<file path="src/rtl/mipscpu_pkg.sv">
// Shared definitions for the MIPS-style pipeline: operand select encodings,
// decoded-control field layout and the default datapath width.
package mipscpu_pkg;

  localparam int DATA_W_DEF = 32;
  localparam int REG_ADDR_W = 5;
  localparam int CTRL_W     = 12;

  // Decoded control word layout: {alu_op[3:0], dst_addr[4:0], reg_write, mem_read, mem_write}
  localparam int CTRL_ALU_OP_LSB    = 8;
  localparam int CTRL_DST_LSB       = 3;
  localparam int CTRL_REG_WRITE_BIT = 2;
  localparam int CTRL_MEM_READ_BIT  = 1;
  localparam int CTRL_MEM_WRITE_BIT = 0;

  typedef enum logic {
    LHS_RS = 1'b0,
    LHS_RT = 1'b1
  } lhs_sel_e;

  typedef enum logic [1:0] {
    RHS_RS    = 2'b00,
    RHS_RT    = 2'b01,
    RHS_SHAMT = 2'b10,
    RHS_IMM   = 2'b11
  } rhs_sel_e;

  typedef logic [CTRL_W-1:0] ctrl_t;

  function automatic logic [REG_ADDR_W-1:0] ctrl_dst(input ctrl_t c);
    return c[CTRL_DST_LSB +: REG_ADDR_W];
  endfunction

  function automatic logic ctrl_mem_read(input ctrl_t c);
    return c[CTRL_MEM_READ_BIT];
  endfunction

  function automatic logic ctrl_mem_write(input ctrl_t c);
    return c[CTRL_MEM_WRITE_BIT];
  endfunction

endpackage

</file>
<file path="src/rtl/fwd_mux.sv">
// Bypass selection for one register source: EX result beats MEM result beats
// the register file; register 0 is never bypassed.
module fwd_mux
  import mipscpu_pkg::*;
#(
  parameter int DATA_W = DATA_W_DEF
) (
  input  logic [REG_ADDR_W-1:0] src_addr,
  input  logic [DATA_W-1:0]     rf_data,
  input  logic                  exm_reg_write,
  input  logic [REG_ADDR_W-1:0] exm_dst_addr,
  input  logic [DATA_W-1:0]     exm_result,
  input  logic                  mwb_reg_write,
  input  logic [REG_ADDR_W-1:0] mwb_dst_addr,
  input  logic [DATA_W-1:0]     mwb_result,
  output logic [DATA_W-1:0]     fwd_data
);

  logic src_nonzero;
  logic exm_hit;
  logic mwb_hit;

  assign src_nonzero = (src_addr != '0);
  assign exm_hit     = src_nonzero && exm_reg_write && (exm_dst_addr == src_addr);
  assign mwb_hit     = src_nonzero && mwb_reg_write && (mwb_dst_addr == src_addr);

  always_comb begin
    // NOTE: every always_comb output gets a default first so no path leaves it unassigned (no latch).
    fwd_data = rf_data;
    if (exm_hit) begin
      fwd_data = exm_result;
    end else if (mwb_hit) begin
      fwd_data = mwb_result;
    end
  end

endmodule

</file>
<file path="src/rtl/alu_operand_stage.sv">
// ID/EX operand stage: forwards rs/rt, selects ALU operands, detects load-use
// hazards and holds the result in a valid/ready pipeline register.
module alu_operand_stage
  import mipscpu_pkg::*;
#(
  parameter int DATA_W = DATA_W_DEF
) (
  input  logic                  w_clk,
  input  logic                  w_rst_n,
  input  logic                  w_id_valid,
  output logic                  w_id_ready,
  input  logic [REG_ADDR_W-1:0] w_rs_addr,
  input  logic [REG_ADDR_W-1:0] w_rt_addr,
  input  logic [DATA_W-1:0]     w_rs_data,
  input  logic [DATA_W-1:0]     w_rt_data,
  input  logic [15:0]           w_imm16,
  input  logic                  w_alu_lhs_ctrl,
  input  logic [1:0]            w_alu_rhs_ctrl,
  input  logic [CTRL_W-1:0]     w_id_ctrl,
  input  logic                  w_exm_reg_write,
  input  logic [REG_ADDR_W-1:0] w_exm_dst_addr,
  input  logic [DATA_W-1:0]     w_exm_result,
  input  logic                  w_mwb_reg_write,
  input  logic [REG_ADDR_W-1:0] w_mwb_dst_addr,
  input  logic [DATA_W-1:0]     w_mwb_result,
  input  logic                  w_flush,
  input  logic                  w_ex_ready,
  output logic                  w_ex_valid,
  output logic [DATA_W-1:0]     w_ex_lhs,
  output logic [DATA_W-1:0]     w_ex_rhs,
  output logic [DATA_W-1:0]     w_ex_store_data,
  output logic [CTRL_W-1:0]     w_ex_ctrl
);

  lhs_sel_e                lhs_sel;
  rhs_sel_e                rhs_sel;
  logic [DATA_W-1:0]       rs_fwd;
  logic [DATA_W-1:0]       rt_fwd;
  logic [DATA_W-1:0]       lhs_next;
  logic [DATA_W-1:0]       rhs_next;
  logic                    rs_used;
  logic                    rt_used;
  logic [REG_ADDR_W-1:0]   held_dst;
  logic                    hazard;
  logic                    load_en;
  logic                    accept;

  assign lhs_sel = lhs_sel_e'(w_alu_lhs_ctrl);
  assign rhs_sel = rhs_sel_e'(w_alu_rhs_ctrl);

  fwd_mux #(.DATA_W(DATA_W)) u_fwd_rs (
    .src_addr      (w_rs_addr),
    .rf_data       (w_rs_data),
    .exm_reg_write (w_exm_reg_write),
    .exm_dst_addr  (w_exm_dst_addr),
    .exm_result    (w_exm_result),
    .mwb_reg_write (w_mwb_reg_write),
    .mwb_dst_addr  (w_mwb_dst_addr),
    .mwb_result    (w_mwb_result),
    .fwd_data      (rs_fwd)
  );

  fwd_mux #(.DATA_W(DATA_W)) u_fwd_rt (
    .src_addr      (w_rt_addr),
    .rf_data       (w_rt_data),
    .exm_reg_write (w_exm_reg_write),
    .exm_dst_addr  (w_exm_dst_addr),
    .exm_result    (w_exm_result),
    .mwb_reg_write (w_mwb_reg_write),
    .mwb_dst_addr  (w_mwb_dst_addr),
    .mwb_result    (w_mwb_result),
    .fwd_data      (rt_fwd)
  );

  always_comb begin
    lhs_next = (lhs_sel == LHS_RT) ? rt_fwd : rs_fwd;
    rhs_next = rs_fwd;
    case (rhs_sel)
      RHS_RS:    rhs_next = rs_fwd;
      RHS_RT:    rhs_next = rt_fwd;
      RHS_SHAMT: rhs_next = {{(DATA_W-5){1'b0}}, w_imm16[10:6]};
      RHS_IMM:   rhs_next = {{(DATA_W-16){w_imm16[15]}}, w_imm16};
      default:   rhs_next = rs_fwd;
    endcase
  end

  // Stores read rt even when no ALU operand selects it.
  assign rs_used = (lhs_sel == LHS_RS) || (rhs_sel == RHS_RS);
  assign rt_used = (lhs_sel == LHS_RT) || (rhs_sel == RHS_RT) || ctrl_mem_write(w_id_ctrl);

  assign held_dst = ctrl_dst(w_ex_ctrl);
  assign hazard   = w_ex_valid && ctrl_mem_read(w_ex_ctrl) && (held_dst != '0) &&
                    ((rs_used && (held_dst == w_rs_addr)) ||
                     (rt_used && (held_dst == w_rt_addr)));

  assign load_en    = !w_ex_valid || w_ex_ready;
  assign w_id_ready = load_en && !hazard && !w_flush;
  assign accept     = w_id_valid && w_id_ready;

  always_ff @(posedge w_clk or negedge w_rst_n) begin
    if (!w_rst_n) begin
      w_ex_valid      <= 1'b0;
      w_ex_lhs        <= '0;
      w_ex_rhs        <= '0;
      w_ex_store_data <= '0;
      w_ex_ctrl       <= '0;
    end else if (w_flush) begin
      // NOTE: state uses non-blocking assignments so every register samples pre-edge values.
      w_ex_valid <= 1'b0;
    end else if (load_en) begin
      if (accept) begin
        w_ex_valid      <= 1'b1;
        w_ex_lhs        <= lhs_next;
        w_ex_rhs        <= rhs_next;
        w_ex_store_data <= rt_fwd;
        w_ex_ctrl       <= w_id_ctrl;
      end else begin
        // Bubble: data registers keep their old contents, only valid drops.
        w_ex_valid <= 1'b0;
      end
    end
  end

endmodule

</file>
<file path="config.mk">
export PLATFORM = sky130hd
export DESIGN_NAME = alu_operand_stage
export DESIGN_NICKNAME = d
export VERILOG_FILES = /design/src/rtl/mipscpu_pkg.sv /design/src/rtl/fwd_mux.sv /design/src/rtl/alu_operand_stage.sv
export SDC_FILE = /design/constraint.sdc
export NUM_CORES = 1
export LEC_CHECK = 0
export CORE_ASPECT_RATIO = 0.9
export CORE_MARGIN = 2
export CORE_UTILIZATION = 44
export CTS_BUF_LIST = sky130_fd_sc_hd__clkbuf_8
export DETAILED_ROUTE_END_ITERATION = 16
export HOLD_SLACK_MARGIN = 0.08
export PLACE_DENSITY = 0.82
export SLEW_MARGIN = 10
export SYNTH_ARGS = -nofsm -noshare
export SYNTH_HDL_FRONTEND = slang
export SYNTH_SLANG_ARGS = --single-unit
export TNS_END_PERCENT = 1
</file>
<file path="constraint.sdc">
create_clock -name w_clk -period 5.6 [get_ports w_clk]
set_clock_uncertainty 0.15 [all_clocks]
set_input_delay 0.84 -clock w_clk [delete_from_list [all_inputs] [get_ports w_clk]]
set_output_delay 0.84 -clock w_clk [all_outputs]
set_load 0.05 [all_outputs]
</file>
; ---- Word-level counts from Yosys, hierarchy flattened
; Index checks and enable logic that the tools add are counted.
[word_totals]
register_bits = 109
output_inout_bits = 110
[op_classes]
eq_ne = 9
muxes = 9
n_bitwise = 2
n_reduce_logical = 30
[ops]
columns = operator, count
row1 = $mux W32, 5
row2 = $pmux W32 S4, 1
row3 = $eq A5 B5 Y1, 6
row4 = $logic_and A1 B1 Y1, 16
row5 = $reduce_bool A5 Y1, 3
row6 = $logic_or A1 B1 Y1, 5
row7 = $eq A2 B2 Y1 const B, 2
row8 = $logic_not A1 Y1, 3
row9 = $mux W1, 3
row10 = $reduce_and A3 Y1, 1
row11 = $eq A2 B1 Y1 const B, 1
row12 = $logic_not A2 Y1, 1
row13 = $not A1 Y1, 2
row14 = $reduce_bool A2 Y1, 1

; ---- Longest topological paths before layout
; Gate-level depths: netlist of the first run.
[depth]
depth_word = 13
ltp_mapped = 10
mapped_depth_nobuf = 6

; ---- Hierarchy
; From an unflattened synthesis of the first run, not the netlist that was laid out.
[hier_totals]
cells_unflattened = 709
area_unflattened_um2 = 7221.9
[by_module_without_submodules]
columns = module, instances, cells_each, area_each_um2
row1 = alu_operand_stage, 1, 371, 5325.1
row2 = fwd_mux, 2, 169, 948.4

; ---- Least setup slack after synthesis of the first run
; Ideal clock, no wire load.
[synth_path]
kind = in2out
startpoint = input port w_rt_addr[1]
endpoint = output port w_id_ready
arrival_time_ps = 1915
setup_slack_ps = 2695
stages = 5
path_cell_list = buf_2 > xor2_1 > nor4_1 > a22oi_1 > o21a_1
[synth_between]
elab_chain_cells = 7
[synth_rtl]
columns = element, line
row1 = start: declaration, alu_operand_stage.sv:13  ; input logic [REG_ADDR_W-1:0] w_rt_addr,
row2 = $eq A5 B5 Y1, alu_operand_stage.sv:94  ; (rt_used && (held_dst == w_rt_addr)));
row3 = $logic_and A1 B1 Y1, alu_operand_stage.sv:94
row4 = $logic_or A1 B1 Y1, alu_operand_stage.sv:93  ; ((rs_used && (held_dst == w_rs_addr)) ||
row5 = $logic_and A1 B1 Y1, alu_operand_stage.sv:92  ; assign hazard = w_ex_valid && ctrl_mem_read(w_ex_ctrl) && (held_dst != '0) &&
row6 = $logic_not A1 Y1, alu_operand_stage.sv:97  ; assign w_id_ready = load_en && !hazard && !w_flush;
row7 = $logic_and A1 B1 Y1 (2 in a row), alu_operand_stage.sv:97
row8 = end: declaration, alu_operand_stage.sv:11  ; output logic w_id_ready,
; No other way between the ends.

; ---- Worst setup path in the final report of the first run
; Same ends and word-level chain as after synthesis.

==> flow_summary.json, run 1 <==
{
  "crit_slowest_cell": "clkdlybuf4s50_1",
  "clkPwrFrac": 0.170,
  "cp_data_arrival_time_ps": 3140,
  "coreArea_um2": 16100,
  "place_congestion": 0.899,
  "drive_gt1_frac": 0.0458,
  "syn-cell-area_um2": 7190,
  "crit_chain": "clkdlybuf4s50_1, xor2_1, nor4_1, a22oi_1, o21a_1, clkdlybuf4s50_1",
  "setup_ws_ps": 1470,
  "p_switching_w": 0.00128,
  "floorplan.initialDensity": 0.447,
  "synth_cell_type_count": 43,
  "p_int_w": 0.00157,
  "drc": 0,
  "layout_common_cells": "clkdlybuf4s50_1, nand2_1, dfrtp_1",
  "grt_max_degree": 97,
  "critPathRequiredTime_ps": 4610,
  "crit_top_cell": "clkdlybuf4s50_1",
  "powerDensity_nw_per_um2": 275,
  "antenna_found_initial": 0,
  "cts_sinks": 109,
  "drt_pre_antenna_iters": 9,
  "top_layer": "met4",
  "tightest_slew_ps": 1000,
  "fmax_mhz": 242,
  "clock_latency_ps": 400,
  "yosys_warnings": 0,
  "synth_seq_area_share": 0.379,
  "postCtsResizedCells": 0,
  "ant_nets": 0,
  "antenna_cells": 0,
  "synth_ff_type": "dfrtp_1",
  "layout_commonest_cell": "clkdlybuf4s50_1",
  "num-fill-cells": 1394,
  "nets": 1316,
  "endpoint_kind": "output port",
  "wl_met3_um": 3520,
  "avgViaCountPerCell": 6.48,
  "slew-limit-headroom": 0.331,
  "crit_buf_inv": 2,
  "hpwl_um": 20400,
  "drtIter0Drc": 1134,
  "period_needed_ps": 4130,
  "postSynthCellCount": 901,
  "routed_wl_um": 29900,
  "die_w_um": 139,
  "clk_pin_slew_ps": 110,
  "grt_pass1_wl_um": 46500,
  "root_buffer": "clkbuf_8",
  "post_cts_buffers": 0,
  "min_path_type": "reg -> reg",
  "path_delay_family": "buffers and inverters",
  "cts.path.max_buffers": 2,
  "drv_slew": 0,
  "numCtsBuffers": 9,
  "pre_cts_ws_ps": 1230,
  "hold_viol": 0,
  "grt_pass1_vias": 8333,
  "slowest_delay_ps": 810,
  "overflow": 0,
  "cts_tree": "yes",
  "dieHeight_um": 125,
  "wl_met1_um": 11400,
  "avgSynthCellArea_um2": 7.98,
  "die_area_um2": 17400,
  "areaGrowthSynthToFinish_pct": 44.0,
  "finalSetupViolCount": 0,
  "pwr-share-comb": 0.475,
  "rsz0062_at_grt": "false",
  "tns_ps": 0,
  "io_pins": 296,
  "synth.net_count": 1087,
  "vdd_ir_drop_max_mv": 0.196,
  "cp_max_fo": 6,
  "synth_seq_cells": 109,
  "vias": 8700,
  "postLayoutCoreUtil": 0.644,
  "dr_wl_met2_um": 13700,
  "p_sw_frac": 0.449,
  "synth-edff-count": 0,
  "post_drt_wl_per_cell_um": 22.3,
  "row_count": 44,
  "power_frac_seq": 0.355,
  "crit_type": "in -> out",
  "async_flop_share": 1.00,
  "p_leak_nw": 3.95,
  "status": "completed",
  "grt_use_total": 0.334,
  "cts_hold_buffers": 0,
  "port_buffers": 295,
  "period_share": 0.738,
  "cap_violations": 0,
  "start_kind": "primary input",
  "cts_max_level": 3
}
## worst register-to-register path, stage by stage, from the launching register on
cell and delay, ps:
dfrtp_1 470, or3_1 390, o311a_1 300, clkinv_1 90, o211a_4 310, nand2_1 540
o32a_1 560
## stage by stage
stage	cells	power, W	cell area (um2)	hold slack, ps
2_1_floorplan	901	0.00180	7190	394
3_3_place_gp	1326	0.00235	10200	300
3_5_place_dp	1326	0.00237	10200	306
4_1_cts	1342	0.00285	10400	331
5_1_grt	1342	0.00296	10400	355
6_report	1342	0.00285	10400	326
## state kept, by name, indices dropped and copies added, names as in the netlist
name,flops
w_ex_valid,1
w_ex_lhs,32
w_ex_rhs,32
w_ex_ctrl,12
w_ex_store_data,32
## routing by layer
layer | GRT usage | up-vias
met4 | 0.144 | 0
met2 | 0.535 | 670
met5 | 0 | -
met3 | 0.0781 | 120
li1 | - | 3833
met1 | 0.435 | 4077
## final timing paths
check	start	end	depth (start not counted)	slack [ps]
setup reg to reg	w_ex_ctrl[3]	w_ex_rhs[22]	6	2700
min in group asynchronous	w_rst_n	w_ex_rhs[27]	1	340
max in group asynchronous	w_rst_n	w_ex_store_data[31]	2	3780
setup / recovery	w_rt_addr[1]	w_id_ready	6	1470
hold reg to reg	w_ex_store_data[18]	w_ex_store_data[18]	2	330
hold / removal	w_ex_store_data[18]	w_ex_store_data[18]	2	330
## cells by family after synthesis
logic type	Yosys count	synth area share
XOR/XNOR	30	0.0365
AO/OA/AOI/OAI	265	0.271
AND/OR/NAND/NOR	384	0.248
flip-flops	109	0.379
buffers and inverters	113	0.0656
## layout make-up
class,instances,area [um2],share of cell area
sequential,109,2730,0.263
tap,207,259,0.0250
inverter,14,52.6,0.00507
timing repair buffer,317,3110,0.300
clock buffer,9,124,0.0120
clock inverter,7,56.3,0.00544
multi-input combinational,679,4030,0.389
## synthesized netlist by cell type, types with 4 or more instances
cell | number | share of area
a21oi_1 | 40 | 0.028
a221oi_1 | 5 | 0.0061
a22oi_1 | 11 | 0.011
a311o_1 | 18 | 0.025
a311oi_1 | 34 | 0.041
a31oi_1 | 50 | 0.043
and2_1 | 20 | 0.017
buf_1 | 9 | 0.0047
buf_2 | 23 | 0.016
clkbuf_1 | 64 | 0.033
dfrtp_1 | 109 | 0.38
inv_1 | 13 | 0.0068
nand2_1 | 189 | 0.099
nand3_1 | 9 | 0.0063
nand4_1 | 51 | 0.044
nor2_1 | 38 | 0.020
nor3_1 | 50 | 0.035
nor4_1 | 5 | 0.0043
o211ai_1 | 8 | 0.0084
o21ai_0 | 18 | 0.013
o31ai_1 | 57 | 0.059
o32a_1 | 17 | 0.024
or2_1 | 4 | 0.0035
or3_1 | 6 | 0.0052
xnor2_1 | 14 | 0.017
xor2_1 | 16 | 0.019
## power by group through the flow
stage	combinational, W	clock, W	sequential [W]
6_report	0.00135	0.000486	0.00101
5_1_grt	0.00142	0.000514	0.00103
4_1_cts	0.00135	0.000491	0.00101
3_5_place_dp	0.00134	0	0.00102
3_3_place_gp	0.00133	0	0.00102
2_1_floorplan	0.000313	0	0.00149
Note: power is estimated with default switching activity, not from simulation.
==> inputs of run 2 (changes only) <==
==> constraint.sdc (replaced) <==
create_clock -name w_clk -period 3.9 [get_ports w_clk]
set_clock_uncertainty 0.15 [all_clocks]
set_input_delay 0.585 -clock w_clk [delete_from_list [all_inputs] [get_ports w_clk]]
set_output_delay 0.585 -clock w_clk [all_outputs]
set_load 0.05 [all_outputs]
==> flow_summary.json, run 2 (synthesis results as in run 1) <==
{
  "layout_commonest_cell": "clkdlybuf4s50_1",
  "coreArea_um2": 16100,
  "pre_cts_ws_ps": 263,
  "cts_hold_buffers": 0,
  "die_area_um2": 17400,
  "min_path_type": "in -> async",
  "nets": 1325,
  "antenna_found_initial": 3,
  "post_cts_buffers": 0,
  "avgViaCountPerCell": 6.45,
  "routed_wl_um": 30100,
  "fmax_mhz": 297,
  "crit_type": "in -> reg",
  "cts.path.max_buffers": 2,
  "postCtsResizedCells": 0,
  "grt_use_total": 0.338,
  "drv_slew": 0,
  "tns_ps": 0,
  "place_area_um2": 10300,
  "io_pins": 296,
  "cp_max_fo": 23,
  "setup_ws_ps": 538,
  "clock_latency_ps": 400,
  "top_regs": "w_ex_lhs x32, w_ex_rhs x32, w_ex_store_data x32",
  "cts_sinks": 109,
  "dieHeight_um": 125,
  "clk_pin_slew_ps": 130,
  "drive_gt1_frac": 0.0542,
  "drtIter0Drc": 1174,
  "place_congestion": 0.914,
  "ant_nets": 0,
  "port_buffers": 295,
  "finalSetupViolCount": 0,
  "root_buffer": "clkbuf_8",
  "period_needed_ps": 3360,
  "p_leak_nw": 4.05,
  "hold_viol": 0,
  "layout_common_cells": "clkdlybuf4s50_1, nand2_1, dfrtp_1",
  "cts_tree": "yes",
  "grt_max_degree": 88,
  "stdcell_area_um2": 10600,
  "floorplan.initialDensity": 0.447,
  "drt_pre_antenna_iters": 8,
  "slew-limit-headroom": 0.272,
  "row_count": 44,
  "rsz0062_at_grt": "false",
  "grt_pass1_vias": 8354,
  "vias": 8725,
  "tightest_slew_ps": 1090,
  "hpwl_um": 20900,
  "numCtsBuffers": 9,
  "cp_data_arrival_time_ps": 3510,
  "endpoint_kind": "flip-flop",
  "drc": 0,
  "start_kind": "primary input",
  "critPathRequiredTime_ps": 4050,
  "die_w_um": 139,
  "period_share": 0.862,
  "grt_pass1_wl_um": 46700,
  "areaGrowthSynthToFinish_pct": 46.8,
  "overflow": 0,
  "powerDensity_nw_per_um2": 407,
  "vdd_ir_drop_max_mv": 0.270,
  "status": "completed",
  "post_drt_wl_per_cell_um": 22.2,
  "cts_max_level": 3,
  "cap_violations": 0
}
==> run 2: changes by cell type in the layout (fill, tap and decap cells not counted) <==
cell and delta:
clkinv_4 -2, clkinvlp_4 +1, buf_12 +5, clkinv_2 -2, inv_6 -1, diode_2 +1, bufinv_16 +3, clkdlybuf4s50_1 -1
buf_4 +5, inv_8 +1
==> run 2: worst max-delay path, cell delays in order <==
cell	delay, ps
clkdlybuf4s50_1	630
or4_4	220
or2_1	830
buf_4	340
nand4_1	110
a31oi_1	340
nor2_1	100
o41ai_2	330
==> run 2: metal layers <==
| metal | wire length (um) | part of all wire | vias to the layer above | GRT usage |
|---|---|---|---|---|
| met5 | 25 | 0.00083 | - | 0 |
| met4 | 1360 | 0.045 | 4 | 0.159 |
| met3 | 3570 | 0.12 | 128 | 0.0942 |
| met2 | 13900 | 0.46 | 707 | 0.540 |
| met1 | 11300 | 0.37 | 4046 | 0.428 |
| li1 | - | - | 3840 | - |
==> run 2: report_power, final <==
group	switching [W]	leakage, nW	total, W	internal [W]
Combinational	0.00126	2.62	0.00196	0.000702
Sequential	0.000124	1.31	0.00145	0.00132
Clock	0.000453	0.124	0.000891	0.000438
==> run 2: path summary, 6_finish.rpt <==
check,from,end,slack (ps),cells after the start
worst max-delay path,w_rt_addr[4],w_ex_rhs[14],540,8
worst min-delay path,w_rst_n,w_ex_lhs[29],70,1
worst max register to register,w_ex_ctrl[3],w_ex_rhs[16],1090,6
worst min register to register,w_ex_store_data[13],w_ex_store_data[13],330,2
max in group asynchronous,w_rst_n,w_ex_rhs[12],2740,2
min in group w_clk,w_ex_store_data[13],w_ex_store_data[13],330,2
==> run 2: cell type report <==
class	count	area (um2)
antenna	1	2.50
clock buffer	9	124
clock inverter	7	129
fill	1329	5520
inverter	14	52.6
multi-input combinational	679	4030
sequential	109	2730
tap	207	259
timing repair buffer	326	3240
==> run 2: stage by stage <==
stage / hold WS [ps] / utilization / std cells / power [W]
finish: 67.4 / 0.657 / 1352 / 0.00430
global route: 117 / 0.657 / 1352 / 0.00446
CTS: 95.5 / 0.657 / 1351 / 0.00429
detailed placement: 304 / 0.641 / 1335 / 0.00341
global placement: 300 / 0.641 / 1335 / 0.00339
floorplan: 139 / - / 901 / 0.00259
==> inputs of run 3 (changes only) <==
--- a/config.mk
+++ b/config.mk
@@ -5,13 +5,14 @@
 export SDC_FILE = /design/constraint.sdc
 export NUM_CORES = 1
 export LEC_CHECK = 0
+export ABC_AREA = 1
 export CORE_ASPECT_RATIO = 0.9
 export CORE_MARGIN = 2
 export CORE_UTILIZATION = 44
 export CTS_BUF_LIST = sky130_fd_sc_hd__clkbuf_8
 export DETAILED_ROUTE_END_ITERATION = 16
 export HOLD_SLACK_MARGIN = 0.08
-export PLACE_DENSITY = 0.82
+export PLACE_DENSITY = 0.81
 export SLEW_MARGIN = 10
 export SYNTH_ARGS = -nofsm -noshare
 export SYNTH_HDL_FRONTEND = slang
==> flow_summary.json, run 3 <==
{
  "synthTopCellsByArea": "dfrtp_1, nand2_1, nand3_1, inv_1, buf_2",
  "avgSynthCellArea_um2": 6.25,
  "crit_buf_inv": 5,
  "drive_gt1_frac": 0.0443,
  "ant_nets": 0,
  "crit_chain": "clkdlybuf4s50_1, inv_4, nand2_2, nand2_1, nand2_1, inv_1, nand3_1, nand2_1, nand2_2, nand2_2, inv_1, buf_4",
  "synth_top_family_by_area": "simple AND/OR/NAND/NOR gates",
  "synthXorXnorAreaFrac": 0,
  "grt_pass1_vias": 8697,
  "stdcell_area_um2": 10700,
  "synth_most_common_cell": "nand2_1",
  "syn-cell-area_um2": 7510,
  "synth.mux.area_fraction": 0,
  "async_flop_share": 1.00,
  "cp_data_arrival_time_ps": 2220,
  "hold_viol": 0,
  "cap_violations": 0,
  "drtIter0Drc": 785,
  "vdd_ir_drop_max_mv": 0.194,
  "floorplan.initialDensity": 0.448,
  "powerDensity_nw_per_um2": 385,
  "synth_compound_gate_area_share": 0.0355,
  "fin_cells": 1678,
  "top_regs": "w_ex_lhs x32, w_ex_rhs x32, w_ex_store_data x32",
  "crit_type": "in -> out",
  "dp_cells": 1661,
  "place_area_um2": 10500,
  "clk_pin_slew_ps": 100,
  "areaGrowthSynthToFinish_pct": 42.6,
  "status": "completed",
  "drv_slew": 0,
  "rsz0062_at_grt": "false",
  "vias": 9073,
  "port_buffers": 295,
  "cts_sinks": 109,
  "pre_cts_ws_ps": 722,
  "antenna_cells": 0,
  "p_leak_nw": 5.39,
  "synth_ff_type": "dfrtp_1",
  "holdWs_ps": 339,
  "yosysTopAreaCell": "dfrtp_1",
  "synthAdderAreaFrac": 0,
  "layout_common_cells": "nand2_1, clkdlybuf4s50_1, nand3_1",
  "routed_wl_um": 30000,
  "num-fill-cells": 1560,
  "antenna_found_initial": 1,
  "synth_seq_cells": 109,
  "synth_top_area_frac": 0.363,
  "synth.net_count": 1387,
  "endpoint_kind": "output port",
  "hpwl_um": 21500,
  "synth_seq_area_share": 0.363,
  "clock_latency_ps": 380,
  "avgViaCountPerCell": 5.41,
  "row_count": 45,
  "start_kind": "primary input",
  "io_pins": 296,
  "post_drt_wl_per_cell_um": 17.9,
  "cts_max_level": 3,
  "root_buffer": "clkbuf_8",
  "synth-edff-count": 0,
  "yosys_warnings": 0,
  "cts_tree": "yes",
  "tightest_slew_ps": 1030,
  "fmax_mhz": 338,
  "coreArea_um2": 16800,
  "place_congestion": 0.929,
  "cp_max_fo": 8,
  "synth_cell_type_count": 29,
  "min_path_type": "reg -> reg",
  "slew-limit-headroom": 0.306,
  "die_area_um2": 18100,
  "grt_use_total": 0.330,
  "grt_max_degree": 59,
  "layout_commonest_cell": "nand2_1",
  "nets": 1648,
  "setup_ws_ps": 943,
  "drt_pre_antenna_iters": 6,
  "dieHeight_um": 128,
  "finalSetupViolCount": 0,
  "crit_slowest_cell": "clkdlybuf4s50_1",
  "synth_common_cells": "nand2_1, nand3_1, dfrtp_1",
  "drc": 0,
  "overflow": 0,
  "tns_ps": 0,
  "period_share": 0.758,
  "synth-simple-area-share": 0.493,
  "path_delay_family": "buffers and inverters",
  "cts.path.max_buffers": 2,
  "numCtsBuffers": 9,
  "die_w_um": 142,
  "postSynthCellCount": 1201,
  "post_cts_buffers": 0,
  "period_needed_ps": 2960,
  "critPathRequiredTime_ps": 3160,
  "slowest_delay_ps": 680,
  "grt_pass1_wl_um": 46300
}
## run 3: changes by cell type after synthesis, sizes merged, moves of 34 or more
cell | previous run | this run
nand2 | 189 | 506
nand3 | 9 | 275
inv | 13 | 115
o31ai | 57 | 0
a31oi | 50 | 0
clkbuf | 64 | 14
nor3 | 51 | 1
nand4 | 51 | 2
a21oi | 40 | 4
a311oi | 34 | 0
## run 3: cell type report
cell class | count | area, um2 | share of cell area
multi-input cells | 909 | 3990 | 0.373
repair buffers | 316 | 3100 | 0.290
flip-flops and latches | 109 | 2730 | 0.255
inverters | 117 | 442 | 0.0412
well taps | 211 | 264 | 0.0246
clock buffers | 10 | 138 | 0.0128
clock inverters | 6 | 46.3 | 0.00432
## run 3: timing repair
| item | CTS | global route |
|---|---|---|
| setup endpoints to repair | 0 | 0 |
| endpoints found under the hold margin | 15 | 0 |
| resized for setup | 0 | 0 |
| hold buffers | 1 | 0 |
## run 3: worst paths after layout
kind	startpoint	end	slack (ps)	cells past startpoint
max	w_alu_rhs_ctrl[1]	w_id_ready	940	12
min	w_ex_lhs[2]	w_ex_lhs[2]	340	2
max reg2reg	w_ex_ctrl[5]	w_ex_rhs[29]	1360	10
min reg2reg	w_ex_lhs[2]	w_ex_lhs[2]	340	2
max in group asynchronous	w_rst_n	w_ex_store_data[14]	2090	3
min in group asynchronous	w_rst_n	w_ex_ctrl[3]	640	2
## run 3: power breakdown
| group | switching, W | internal [W] | leakage [nW] | total, W |
|---|---|---|---|---|
| combinational | 0.00130 | 0.000692 | 3.97 | 0.00199 |
| clock | 0.000417 | 0.000256 | 0.100 | 0.000674 |
| sequential | 0.000135 | 0.00133 | 1.32 | 0.00146 |
| total | 0.00185 | 0.00227 | 5.39 | 0.00412 |
## run 3: cells by family (layout without fill, tap and decap cells)
logic type | Yosys count | after routing
AO/OA/AOI/OAI | 52 | 52
buffers and inverters | 183 | 449
flip-flops | 109 | 109
AND/OR/NAND/NOR | 857 | 857
## run 3: routing by layer
layer	part of all wire	global-route usage	vias up
li1	-	-	4315
met5	0.00043	0	-
met3	0.11	0.0743	77
met2	0.45	0.534	540
met1	0.40	0.427	4139
met4	0.035	0.144	2
## run 3: through the flow
step,total power (W),util
2_1_floorplan,0.00263,-
3_3_place_gp,0.00344,0.627
3_5_place_dp,0.00345,0.627
4_1_cts,0.00413,0.638
5_1_grt,0.00432,0.638
6_report,0.00412,0.638
## run 3: tightest hold or removal path, cell delays in order, from the launching register on
cell	delay [ps]
dfrtp_1	350
nand2_1	60
nand2_1	50
==> RTL change 1, RTL diff (flow settings as in run 2) <==
Set the package constant `CTRL_W` to 24 (it was 12).
--- a/src/rtl/mipscpu_pkg.sv
+++ b/src/rtl/mipscpu_pkg.sv
@@ -5,5 +5,5 @@
   localparam int DATA_W_DEF = 32;
   localparam int REG_ADDR_W = 5;
-  localparam int CTRL_W     = 12;
+  localparam int CTRL_W     = 24;
 
   // Decoded control word layout: {alu_op[3:0], dst_addr[4:0], reg_write, mem_read, mem_write}
Interface: changed (resized w_ex_ctrl and w_id_ctrl); port bits go from 296 to 320. No check against the original RTL was run, so the function may have changed too.
==> RTL change 1 against run 2 <==
Sequential cell count is 12 higher; utilization increased by 2.3 points; critical endpoint is now w_id_ready; register-to-register slack improved by 0.12 ns; worst setup slack improved by 0.36 ns; synthesized cell count shrank 4.6%; routed wire length up 1.7%; global-route usage decreased by 0.66 points; maximum frequency up 12%; largest cell class unchanged; cell area rose by 8.8%; die area increased by 5.3%; synthesized area grew 5.5%; total power rose by 17%.
==> RTL change 1: results (changes against run 2) <==
TritonRoute pass-1 iters 6 (-2); switching pwr 2.09 mW (+14%); # clk buffers 17 (+8); FF+latch area 3030 um2 (+11%); port bufs 319 (+8.1%); post-synth cell types 61 (+42%); Data buffer area share 0.311 (+0.00458); vias 8622 (-1.2%); met3 Use GR 0.100 (+0.00627); DP Area 11100 um2 (+7.3%); Worst path max stage delay 0.53 ns (-0.30 ns); largest net degree at the start of global routing 102 (+16%); first-pass GRT wire length 46.8 mm (+0.19%); diode count 0 (-1); top post-synthesis cells by area dfrtp_1, nand2_1, a31oi_1; met3 routed WL 3.46 mm (-3.0%); fin nets 1359 (+2.6%); multi-input gate count 660 (-2.8%); post-synthesis sequential area ratio 0.399 (+0.0198); Iteration-0 DRC Markers 887 (-24%); cts bufs inserted 17 (+8); status finished, final reports clean; CP max stage cell clkdlybuf4s50_1; drt wl/cell 22.1 um (-0.76%); fraction of area in multi-input gates 0.365 (-0.0167); Post-Syn Area 7590 um2 (+5.5%); Skew-Pair Late Insertion Delay 0.45 ns (+0.05 ns); M1 WL 11.5 mm (+2.5%); worst IR drop on VDD 292 uV (+8.0%); Sink Count 121 (+11%); initial antenna violation count 0 (-3)
## RTL change 1: cell count changes after synthesis, moves of 26 or more
cell,before,now
mux2_2,0,26
clkbuf_1,64,24
nor3_1,50,22
a221o_1,0,28
o31ai_1,57,28
a311oi_1,34,0
## RTL change 1: worst paths after layout
path / endpoint / slack [ns] / cells past startpoint
max in group asynchronous: w_ex_rhs[11] / 2.69 / 2
worst min register to register: w_ex_store_data[18] / 0.32 / 2
worst min-delay path: w_ex_rhs[19] / 0.05 / 1
min in group w_clk: w_ex_store_data[18] / 0.32 / 2
worst max register to register: w_ex_lhs[13] / 1.21 / 5
worst max-delay path: w_id_ready / 0.90 / 5
## RTL change 1: power by group through the flow
| stage | logic (mW) | clock network (mW) | registers, mW |
|---|---|---|---|
| after floorplan | 0.478 | 0 | 2.39 |
| after global placement | 2.12 | 0 | 1.63 |
| after detailed placement | 2.14 | 0 | 1.64 |
| after CTS | 2.15 | 1.27 | 1.62 |
| after global routing | 2.25 | 1.32 | 1.64 |
| final | 2.15 | 1.25 | 1.62 |
## RTL change 1: kinds of logic (layout without fill, tap and decap cells)
| group | Yosys count | after routing | synth area share |
|---|---|---|---|
| buffers and inverters | 79 | 393 | 0.0516 |
| muxes | 47 | 47 | 0.0709 |
| and+or+nand+nor | 368 | 368 | 0.224 |
| xor gates and xnor gates | 27 | 27 | 0.0312 |
| AOI/OAI and AO/OA | 218 | 218 | 0.223 |
| DFF | 121 | 121 | 0.399 |
## RTL change 1: stage by stage
step                      setup WS [ns]   util  cells
after global routing              0.789  0.680   1385
after global placement            0.570  0.655   1353
after detailed placement          0.505  0.655   1353
after CTS                         0.938  0.680   1385
final                             0.896  0.680   1385
after floorplan                    1.02      -    860
==> RTL change 2, RTL diff (flow settings as in run 2) <==
Made on the original files. Make the reset (`w_rst_n`) synchronous in one clocked block.
--- a/src/rtl/alu_operand_stage.sv
+++ b/src/rtl/alu_operand_stage.sv
@@ -98,5 +98,5 @@
   assign accept     = w_id_valid && w_id_ready;
 
-  always_ff @(posedge w_clk or negedge w_rst_n) begin
+  always_ff @(posedge w_clk) begin
     if (!w_rst_n) begin
       w_ex_valid      <= 1'b0;
Formal check against the unedited RTL: differs if w_rst_n is asserted again (counterexample within 4 cycles, from zero or initial values and one cycle with w_rst_n low); with w_rst_n held inactive, the same outputs for 4 cycles.
==> RTL change 2 against run 2 <==
Total power down 30%; critical path depth down 1; count of clock-buffer cells in the layout unchanged; cell area down 4.5%; synthesized area down 4.4%; routed wire length down 2.5%; worst setup slack better by 0.14 ns; sequential cell count unchanged.
==> RTL change 2: results (changes against run 2) <==
worst hold path type flip-flop to flip-flop; top post-synthesis cells by area dfxtp_1, a311o_1, a31oi_1; post-CTS resize count 0 (unchanged); complex-gate fraction of the synthesized area 0.287 (+0.0164); Post-synth top flop dfxtp_1; Synth top cells by count nand2_1, dfxtp_1, a31oi_1; drt wl/cell 22.2 um (-0.24%); DP Area 9910 um2 (-3.9%); global placement routability congestion 0.962 (+5.3%); XOR/XNOR Fraction of Synth Area 0.0382 (+0.00167); Synth Net Count 1066 (-1.9%); Iteration-0 DRC Markers 838 (-29%); largest net degree at the start of global routing 82 (-6.8%); Worst Path Arrival 2.49 ns (-1.02 ns); vias in the first global route 7863 (-5.9%); initial antenna violation count 0 (-3); placed cells 1305 (-2.2%); Crit path max-delay family buffers and inverters; Synth Area per Inst 7.82 um2 (-2.1%); vias 8276 (-5.1%); status finished, final reports clean; Slew headroom 0.414 (+0.143); mux share of post-synthesis cell area 0.0640 (+0.0640); GRT Total Usage 0.346 (+0.00770); post-synthesis sequential area ratio 0.317 (-0.0620); CP max stage cell clkdlybuf4s50_1; dpl ws 0.368 ns (+0.105 ns); CTS max path bufs 2 (unchanged); fraction of layout cells with a size suffix above 1 0.0527 (-0.00147); diode count 0 (-1); Leakage 3.41 nW (-16%); hpwl dp 20.4 mm (-2.3%); post-synth cell types 44 (+2.3%); Clk Tree Root Cell clkbuf_8; DR vias/cell 6.26 (-2.9%); first-pass GRT wire length 44.3 mm (-5.2%); fraction of registers with async set or reset after synthesis 0 (-1.00); worst IR drop on VDD 176 uV (-35%); cts bufs inserted 9 (unchanged); Worst path max stage delay 0.59 ns (-0.24 ns); H-Tree Depth 3 (unchanged); maximum fanout along the worst path 10 (-57%)
==> RTL change 2: worst paths after layout <==
kind / slack [ns] / start / cells after the start / to
max: 0.67 / w_alu_rhs_ctrl[1] / 7 / w_id_ready
min: 0.35 / w_ex_rhs[2] / 2 / w_ex_rhs[2]
max reg2reg: 1.07 / w_ex_ctrl[3] / 7 / w_ex_rhs[29]
min reg2reg: 0.35 / w_ex_rhs[2] / 2 / w_ex_rhs[2]
==> RTL change 2: area by class of cell <==
cell class,instances,area [um2]
well taps,202,253
inverters,14,52.6
multi-input cells,661,4240
flip-flops and latches,109,2180
clock buffers,9,124
fillers,1354,5250
clock inverters,7,57.6
repair buffers,319,3180
==> RTL change 2: cell families after synthesis <==
group,Yosys count
muxes,44
buffers and inverters,110
and+or+nand+nor,313
DFF,109
xor gates and xnor gates,30
AOI/OAI and AO/OA,274
==> RTL change 2: worst min-delay path: cells and delay by family, from the launching register on <==
| kind | cells | cell delay, ns |
|---|---|---|
| flops | 1 | 0.34 |
| compound gates | 1 | 0.06 |
| simple gates | 1 | 0.06 |
==> RTL change 2: routing by layer <==
metal | track usage | vias to the layer above | wire length, um
met2 | 0.545 | 614 | 13300
met4 | 0.149 | 0 | 1090
met1 | 0.444 | 3818 | 11400
met3 | 0.0995 | 83 | 3520
met5 | 0 | - | 0
li1 | - | 3761 | -
==> RTL change 2: where the power goes <==
group	switching, mW	leakage [nW]	internal, mW
clock	0.457	0.0881	0.242
sequential	0.0464	0.895	1.18
combinational	0.637	2.43	0.444
total	1.14	3.41	1.87
